## src/rtl/port_ingress.sv

```systemverilog
// Ingress stage of one switch port: a small packet FIFO whose head packet is
// offered to the output arbiters as a request mask. Multicast copies retire
// one grant at a time; the packet is popped once every target has taken it.
// Copies offered while the FIFO is full are rejected and counted.
module port_ingress #(
    parameter int NPORTS = 4,
    parameter int DATA_W = 8,
    parameter int DEPTH  = 4,
    parameter int CNT_W  = 16
) (
    input  logic              clk,
    input  logic              rst_n,
    input  logic              valid_in,
    input  logic [DATA_W-1:0] data_in,
    input  logic [NPORTS-1:0] target_in,
    output logic              fifo_full,
    output logic              fifo_empty,
    output logic [NPORTS-1:0] req_out,
    output logic [DATA_W-1:0] head_data,
    input  logic [NPORTS-1:0] grant_in,
    output logic [CNT_W-1:0]  drop_cnt
);

    localparam int PTR_W = (DEPTH > 1) ? $clog2(DEPTH) : 1;
    localparam logic [PTR_W-1:0]  PTR_ONE   = PTR_W'(1'b1);
    localparam logic [PTR_W:0]    CNT_ZERO  = (PTR_W+1)'(1'b0);
    localparam logic [PTR_W:0]    CNT_ONE   = (PTR_W+1)'(1'b1);
    localparam logic [PTR_W:0]    CNT_FULL  = (PTR_W+1)'(DEPTH);
    localparam logic [NPORTS-1:0] MASK_ZERO = NPORTS'(1'b0);
    localparam logic [DATA_W-1:0] DATA_ZERO = DATA_W'(1'b0);
    localparam logic [CNT_W-1:0]  CNT_SAT   = {CNT_W{1'b1}};

    typedef enum logic [0:0] {
        IDLE  = 1'b0,
        SERVE = 1'b1
    } state_t;

    // Number of output copies requested by a target mask.
    function automatic logic [CNT_W:0] popcount(input logic [NPORTS-1:0] mask);
        logic [CNT_W:0] ones;
        ones = (CNT_W+1)'(1'b0);
        for (int i = 0; i < NPORTS; i++) begin
            ones = ones + (CNT_W+1)'(mask[i]);
        end
        return ones;
    endfunction

    logic [DATA_W-1:0] mem_data_r [DEPTH];
    logic [NPORTS-1:0] mem_tgt_r  [DEPTH];

    logic [PTR_W-1:0]  wr_ptr_r;
    logic [PTR_W-1:0]  rd_ptr_r;
    logic [PTR_W:0]    count_r;
    logic              full_r;
    logic              empty_r;
    state_t            state_r;
    logic [NPORTS-1:0] pending_r;
    logic [DATA_W-1:0] head_data_r;
    logic [CNT_W-1:0]  drop_cnt_r;

    logic              push_s;
    logic              drop_s;
    logic              pop_s;
    logic [NPORTS-1:0] pending_nxt_s;
    logic [PTR_W:0]    count_nxt_s;
    logic [PTR_W-1:0]  rd_ptr_inc_s;
    logic [NPORTS-1:0] next_tgt_s;
    logic [DATA_W-1:0] next_data_s;
    logic [CNT_W:0]    drop_sum_s;

    // Decode push/pop/drop and pick the packet that becomes head after a pop.
    always_comb begin
        push_s        = valid_in & ~full_r & (target_in != MASK_ZERO);
        drop_s        = valid_in & full_r;
        pending_nxt_s = pending_r & ~grant_in;
        pop_s         = (state_r == SERVE) & (pending_nxt_s == MASK_ZERO);
        count_nxt_s   = count_r;
        case ({push_s, pop_s})
            2'b10:   count_nxt_s = count_r + CNT_ONE;
            2'b01:   count_nxt_s = count_r - CNT_ONE;
            default: count_nxt_s = count_r;
        endcase
        rd_ptr_inc_s = rd_ptr_r + PTR_ONE;
        // With only the head stored, the next head can only be this cycle's arrival.
        if (count_r > CNT_ONE) begin
            next_tgt_s  = mem_tgt_r[rd_ptr_inc_s];
            next_data_s = mem_data_r[rd_ptr_inc_s];
        end else begin
            next_tgt_s  = target_in;
            next_data_s = data_in;
        end
        drop_sum_s = {1'b0, drop_cnt_r} + popcount(target_in);
    end

    // Packet storage; entries are written once and never modified in place.
    always_ff @(posedge clk) begin
        if (push_s) begin
            mem_data_r[wr_ptr_r] <= data_in;
            mem_tgt_r[wr_ptr_r]  <= target_in;
        end
    end

    // FIFO pointers, occupancy and registered full/empty flags.
    always_ff @(posedge clk or negedge rst_n) begin
        if (!rst_n) begin
            wr_ptr_r <= PTR_W'(1'b0);
            rd_ptr_r <= PTR_W'(1'b0);
            count_r  <= CNT_ZERO;
            full_r   <= 1'b0;
            empty_r  <= 1'b1;
        end else begin
            if (push_s) begin
                wr_ptr_r <= wr_ptr_r + PTR_ONE;
            end
            if (pop_s) begin
                rd_ptr_r <= rd_ptr_inc_s;
            end
            count_r <= count_nxt_s;
            full_r  <= (count_nxt_s == CNT_FULL);
            empty_r <= (count_nxt_s == CNT_ZERO);
        end
    end

    // Saturating count of output copies rejected because storage was full.
    always_ff @(posedge clk or negedge rst_n) begin
        if (!rst_n) begin
            drop_cnt_r <= {CNT_W{1'b0}};
        end else if (drop_s) begin
            if (drop_sum_s[CNT_W]) begin
                drop_cnt_r <= CNT_SAT;
            end else begin
                drop_cnt_r <= drop_sum_s[CNT_W-1:0];
            end
        end
    end

    // Service FSM: loads the head request mask and retires copies on grant.
    always_ff @(posedge clk or negedge rst_n) begin
        if (!rst_n) begin
            state_r     <= IDLE;
            pending_r   <= MASK_ZERO;
            head_data_r <= DATA_ZERO;
        end else begin
            case (state_r)
                IDLE: begin
                    if (count_r != CNT_ZERO) begin
                        state_r     <= SERVE;
                        pending_r   <= mem_tgt_r[rd_ptr_r];
                        head_data_r <= mem_data_r[rd_ptr_r];
                    end else begin
                        pending_r   <= MASK_ZERO;
                        head_data_r <= DATA_ZERO;
                    end
                end
                SERVE: begin
                    if (!pop_s) begin
                        pending_r <= pending_nxt_s;
                    end else if (count_nxt_s != CNT_ZERO) begin
                        pending_r   <= next_tgt_s;
                        head_data_r <= next_data_s;
                    end else begin
                        state_r     <= IDLE;
                        pending_r   <= MASK_ZERO;
                        head_data_r <= DATA_ZERO;
                    end
                end
                default: begin
                    state_r     <= IDLE;
                    pending_r   <= MASK_ZERO;
                    head_data_r <= DATA_ZERO;
                end
            endcase
        end
    end

    assign fifo_full  = full_r;
    assign fifo_empty = empty_r;
    assign req_out    = pending_r;
    assign head_data  = head_data_r;
    assign drop_cnt   = drop_cnt_r;

endmodule

```

## config.mk

```make
export PLATFORM = sky130hd
export DESIGN_NAME = port_ingress
export DESIGN_NICKNAME = d
export VERILOG_FILES = /design/src/rtl/port_ingress.sv
export SDC_FILE = /design/constraint.sdc
export NUM_CORES = 1
export LEC_CHECK = 0
export ABC_AREA = 1
export CAP_MARGIN = 20
export CORE_UTILIZATION = 45
export CTS_BUF_LIST = sky130_fd_sc_hd__clkbuf_2 sky130_fd_sc_hd__clkbuf_4 sky130_fd_sc_hd__clkbuf_8
export CTS_CLUSTER_DIAMETER = 100
export DETAILED_ROUTE_END_ITERATION = 16
export PLACE_DENSITY = 0.71
export SLEW_MARGIN = 20
export SYNTH_ARGS = -nofsm -noshare
export SYNTH_HDL_FRONTEND = slang
export SYNTH_SLANG_ARGS = --single-unit
```

## constraint.sdc

```tcl
create_clock -name clk -period 3.1 [get_ports clk]
set_clock_uncertainty 0.15 [all_clocks]
set_input_delay 0.62 -clock clk [delete_from_list [all_inputs] [get_ports clk]]
set_output_delay 0.62 -clock clk [all_outputs]
set_load 0.005 [all_outputs]
```

* Word-level counts from Yosys, hierarchy flattened
Memories as Yosys holds them, arrays and structs flattened. Index checks and enable logic that the tools add are counted.
Cells by class: equal/unequal tests 4, mux-type cells 18, reductions and logical operators 5, shift-type cells 0, multiply operators 0, bitwise logic cells 8, divide/modulo/power cells 0, order comparisons 1, $add $sub $neg 8
Operator list (count):
- two-way mux 8 bit | 4
- adder 16 x 4 -> 17 bit | 1
- two-way mux 16 bit | 1
- two-way mux 4 bit | 4
- one-hot mux 8 bit (2 select lines) | 1
- one-hot mux 4 bit (2 select lines) | 1
- one-hot mux 3 bit (2 select lines) | 1
- nonzero test 3 bit | 2
- two-way mux 1 bit | 5
- adder 2 x 1 -> 2 bit, second input constant | 2
- adder 3 x 1 -> 4 bit | 1
- bitwise AND 1 bit | 4
- bitwise AND 4 bit | 1
- logical NOT 4 bit | 1
- NOT 4 bit | 1
- nonzero test 4 bit | 1
- adder 2 x 1 -> 3 bit | 1
- adder 3 x 1 -> 3 bit, second input constant | 1
- equality test 3 bit, second input constant | 1
- greater-than comparator 3 x 1 -> 1 bit, second input constant | 1
- logical NOT 3 bit | 1
- subtractor 3 x 1 -> 3 bit, second input constant | 1
- adder 1 x 1 -> 2 bit | 1
- equality test 2 x 1 -> 1 bit, second input constant | 1
- other kinds (4) | 5
Storage, ports and cells: memories kept 2, bits in writable memories 48, input bits 19, register bits 38, logic and storage cells 55, output and inout bits 30, memory bits (read-only) 0, latch bits 0
Memory list:
- mem_data_r | depth 4, width 8, rd ports 2, clocked after memory_dff 0, wr ports 1, line 48 | logic [DATA_W-1:0] mem_data_r [DEPTH];
- mem_tgt_r | depth 4, width 4, rd ports 2, clocked after memory_dff 0, wr ports 1, line 49 | logic [NPORTS-1:0] mem_tgt_r [DEPTH];

* Logic depth before layout (Yosys ltp)
Gate-level depths: netlist (run 1).
word-level depth 10, mapped depth 17, gate-level depth less buffers 17

* Worst setup path after synthesis (run 1)
OpenSTA, ideal clock, no wires.
path type input to register, start point in target_in[0], end point reg drop_cnt_r[14] (netlist: drop_cnt[14]), arrival 2.608 ns, setup time 0.126 ns, path slack 0.216 ns, cell stages on the path 14, cell sequence fa_1 inv_1 fa_1 inv_1 fa_1 nand3_1 nor2_2 nand2_1 nor2_1 inv_2 nor2_1 nand2_1 nand2_1 nand3_1
On the way: word-level cells in the longest chain between the ends 5
RTL lines:
- start, declared | line 15 | input logic [NPORTS-1:0] target_in,
- adder 1 x 1 -> 2 bit | line 43 | ones = ones + (CNT_W+1)'(mask[i]);
- adder 2 x 1 -> 3 bit | line 43
- adder 3 x 1 -> 4 bit | line 43
- adder 16 x 4 -> 17 bit | line 92 | drop_sum_s = {1'b0, drop_cnt_r} + popcount(target_in);
- two-way mux 16 bit | line 129 | if (drop_sum_s[CNT_W]) begin
- end signal, assigned | line 127 | drop_cnt_r <= {CNT_W{1'b0}};
- end signal, assigned | line 132 | drop_cnt_r <= drop_sum_s[CNT_W-1:0];
- end, declared | line 59 | logic [CNT_W-1:0] drop_cnt_r;
No other way between the ends. A chain may end at the register's enable or synchronous reset.

* Worst setup path in the final report (run 1)
start point in target_in[0], end point reg drop_cnt_r[7] (netlist: drop_cnt[7])
The elaborated chain is that of the path after synthesis.

==> key figures, run 1 <==
Status
  – Status: completed

Global route
  – Global route hottest layer: met2
  – GR Util met2: 0.359
  – GRT Overall Usage: 0.220
  – Overflow after GRT: 0
  – Met3 Use GR: 0.0663
  – Number of global-route vias before repair: 3660
  – Initial antenna violation count: 0
  – Global-route wire length before repair: 17.1 mm
  – Routing usage on met1: 0.278
  – Largest net degree at the start of global routing: 39

Timing
  – Tmin final: 2.96 ns
  – Period utilization: 0.954
  – RSZ-0062 raised after global routing: no
  – Max-slew violations: 0
  – Max Clock Freq: 338 MHz
  – Worst Setup Slack, final: 0.143 ns
  – Fin. Hold Viols: 0
  – Slew headroom: 0.403
  – Hold WS: 0.219 ns
  – Setup-failing EPs final: 0
  – Worst Tran Pin Value: 0.896 ns

Pwr
  – PwrDens: 922 nW/um^2
  – Int Power: 3.08 mW
  – Net Sw Power: 2.07 mW
  – Worst IR Drop VDD: 0.381 mV
  – Combinational fraction of design power: 0.488
  – Net Sw Frac: 0.403
  – Seq pwr share: 0.338
  – Clock power frac: 0.174
  – Leak: 2.53 nW

Worst hold path
  – Hold crit path type: input port to asynchronous set/reset pin

Drt
  – WL/cell: 14.2 microns
  – Iteration-0 DRC Markers: 207
  – TritonRoute pass-1 iters: 5
  – DRC: 0
  – Vias: 3845
  – ANT nets after route: 0
  – Routed Wire Length: 10.6 mm
  – Via density: 5.15

Flow run
  – Max-Cap Viols: 0

Worst setup path
  – Startpoint Class: input port
  – CP Max Fanout: 9
  – Worst r2r path cells: 13
  – FF-to-FF setup slack: 0.64 ns
  – Worst R2R End: req_out[0]$_DFF_PN0_
  – CP required: 3.26 ns
  – Reg2reg start: req_out[1]$_DFF_PN0_
  – Critical path type: input port to flop
  – CP endpoint kind: flop
  – Critical Path AT: 3.12 ns

Clock network
  – Clock slew at reported path FFs: 0.09 ns
  – # hold bufs at CTS: 0
  – CTS buffer count: 9
  – Post-CTS Setup Inserts: 0
  – CTS tree: yes
  – Clock Latency Late Sink: 0.37 ns
  – H-tree levels: 3
  – Root buf cell: clkbuf_8
  – Max Buffers Root-to-Sink: 2
  – CTS sink cnt: 86

Layout
  – FF+latch area: 2390 sq um
  – Multi-input gate area: 1810 sq um
  – Fillers: 861
  – Most common cell after layout, fill and taps aside: nand2_1
  – Share of layout cells above drive strength 1: 0.113
  – Layout Nets: 642
  – P&R area growth vs syn: 24.4%
  – Layout Cells excl Fill: 746
  – Leading cell types in the layout, fill and taps excluded: nand2_1, nor2_1, inv_1
  – ANT cells: 0

Place
  – Pre-CTS setup slack: -0.454 ns
  – # port buffers: 48
  – Placer Congestion: 0.837
  – HPWL after DPL: 7.17 mm
  – Dpl cells: 730

Logic synthesis
  – Cell count after synthesis: 535
  – Mapped Nets: 569
  – Sequential fraction of the synthesis area: 0.533
  – Syn Std Cell Area: 4490 sq um
  – Ys async rst share: 0.442
  – Avg Cell Area, Syn: 8.40 sq um
  – Flops & latches, synth: 86
  – Top_reg_cell synth: edfxtp_1
  – Number of synthesized flops with an enable pin: 48
  – Yosys warning total: 0
  – Yosys cell types: 28

Die
  – Starting Density: 0.462
  – Top Ports: 49
  – DIE HEIGHT: 102 microns
  – DIE AREA: 10400 sq um
  – Floorplan row count: 36
  – Die width: 102 microns
  – Core ar.: 9730 sq um
-- how the worst max path moves through the flow --
| stage | from | to | slack [ns] | cells past startpoint |
|---|---|---|---|---|
| 2_1_floorplan | target_in[0] | drop_cnt[14]$_DFFE_PN0P_ | 0.22 | 14 |
| 3_3_place_gp | target_in[0] | drop_cnt[14]$_DFFE_PN0P_ | -0.36 | 15 |
| 3_5_place_dp | target_in[0] | drop_cnt[14]$_DFFE_PN0P_ | -0.45 | 15 |
| 4_1_cts | target_in[1] | drop_cnt[11]$_DFFE_PN0P_ | 0.01 | 14 |
| 5_1_grt | target_in[0] | drop_cnt[7]$_DFFE_PN0P_ | 0.01 | 14 |
| 6_report | target_in[0] | drop_cnt[7]$_DFFE_PN0P_ | 0.14 | 14 |
-- area by class of cell --
| cell class | instances | area share |
|---|---|---|
| inverter | 65 | 0.0436 |
| tap | 133 | 0.0298 |
| clock inverter | 5 | 0.0145 |
| clock buffer | 11 | 0.0271 |
| multi-input combinational | 366 | 0.324 |
| sequential | 86 | 0.428 |
| timing repair buffer | 80 | 0.133 |
-- per-layer routing --
layer  routed length, microns  vias to the layer above
li1                         -                     1891
met3                      623                       12
met5                        0                        -
met1                     4660                     1825
met4                      119                        0
met2                     5220                      117
-- Yosys cell counts (2+ instances only) --
library cell | instances | area share
a21oi_1 | 26 | 0.029
a31oi_1 | 9 | 0.013
buf_2 | 7 | 0.0078
buf_4 | 2 | 0.0033
clkbuf_1 | 9 | 0.0075
dfrtp_1 | 37 | 0.21
edfxtp_1 | 48 | 0.32
fa_1 | 3 | 0.013
ha_1 | 12 | 0.033
inv_1 | 60 | 0.050
inv_2 | 5 | 0.0042
nand2_1 | 124 | 0.10
nand2_2 | 2 | 0.0028
nand3_1 | 44 | 0.049
nand3b_1 | 2 | 0.0033
nor2_1 | 84 | 0.070
nor2_2 | 3 | 0.0042
nor3_1 | 6 | 0.0067
o21ai_0 | 32 | 0.036
o22a_1 | 2 | 0.0039
o22ai_1 | 7 | 0.0097
xor2_1 | 5 | 0.0097
-- logic make-up after synthesis --
logic type      after synthesis  share of synthesized area
simple gates                267                      0.243
fa+ha+maj                    15                     0.0468
xor+xnor                      5                    0.00975
buf+inv                      83                     0.0730
compound gates               79                     0.0952
flops                        86                      0.533
-- registers in the layout (all words and copies together), names as in the netlist --
name and count:
req_out 4, mem_tgt_r 16, drop_cnt 16, count_r 3, wr_ptr_r 2, rd_ptr_r 2, state_r 1, fifo_empty 1
fifo_full 1, mem_data_r 32, head_data 8
-- metrics by stage --
step                total power, mW  utilization  setup TNS, ns  instance area [sq um]
floorplan                      3.26            -              0                   4490
global placement               4.17        0.546          -6.76                   5320
detailed placement             4.23        0.546          -8.64                   5320
CTS                            5.14        0.571              0                   5560
global route                   5.54        0.575              0                   5590
finish                         5.15        0.575              0                   5590
-- critical path: stages --
cell	delay, ns
dlygate4sd2_1	0.27
fa_1	0.54
inv_1	0.05
fa_1	0.38
inv_2	0.09
fa_2	0.24
nand3_2	0.10
nor2_2	0.13
nand2_1	0.07
nor2_2	0.17
inv_2	0.09
nor2_2	0.16
nand2_4	0.12
nand3_1	0.11
-- power groups by stage --
stage                     registers, mW  logic [mW]  clock network, mW
after floorplan                    1.71        1.55                  0
after global placement             1.75        2.42                  0
after detailed placement           1.76        2.47                  0
after CTS                          1.74        2.49              0.909
after global routing               1.78        2.81              0.958
final                              1.74        2.51              0.897
-- repair_timing --
item / CTS / global route
cloned: 0 / 0
setup endpoints to repair: 12 / 21
gates resized for setup: 5 / 9
pin swaps: 1 / 3
Power figures use the tool's default switching activity.
==> inputs of run 2 (changes only) <==
--- a/config.mk
+++ b/config.mk
@@ -9,7 +9,6 @@
 export CAP_MARGIN = 20
 export CORE_UTILIZATION = 45
 export CTS_BUF_LIST = sky130_fd_sc_hd__clkbuf_2 sky130_fd_sc_hd__clkbuf_4 sky130_fd_sc_hd__clkbuf_8
-export CTS_CLUSTER_DIAMETER = 100
 export DETAILED_ROUTE_END_ITERATION = 16
 export PLACE_DENSITY = 0.71
 export SLEW_MARGIN = 20
==> results of run 2 <==
No change in the layout: final DEF, timing and power equal those of run 1.
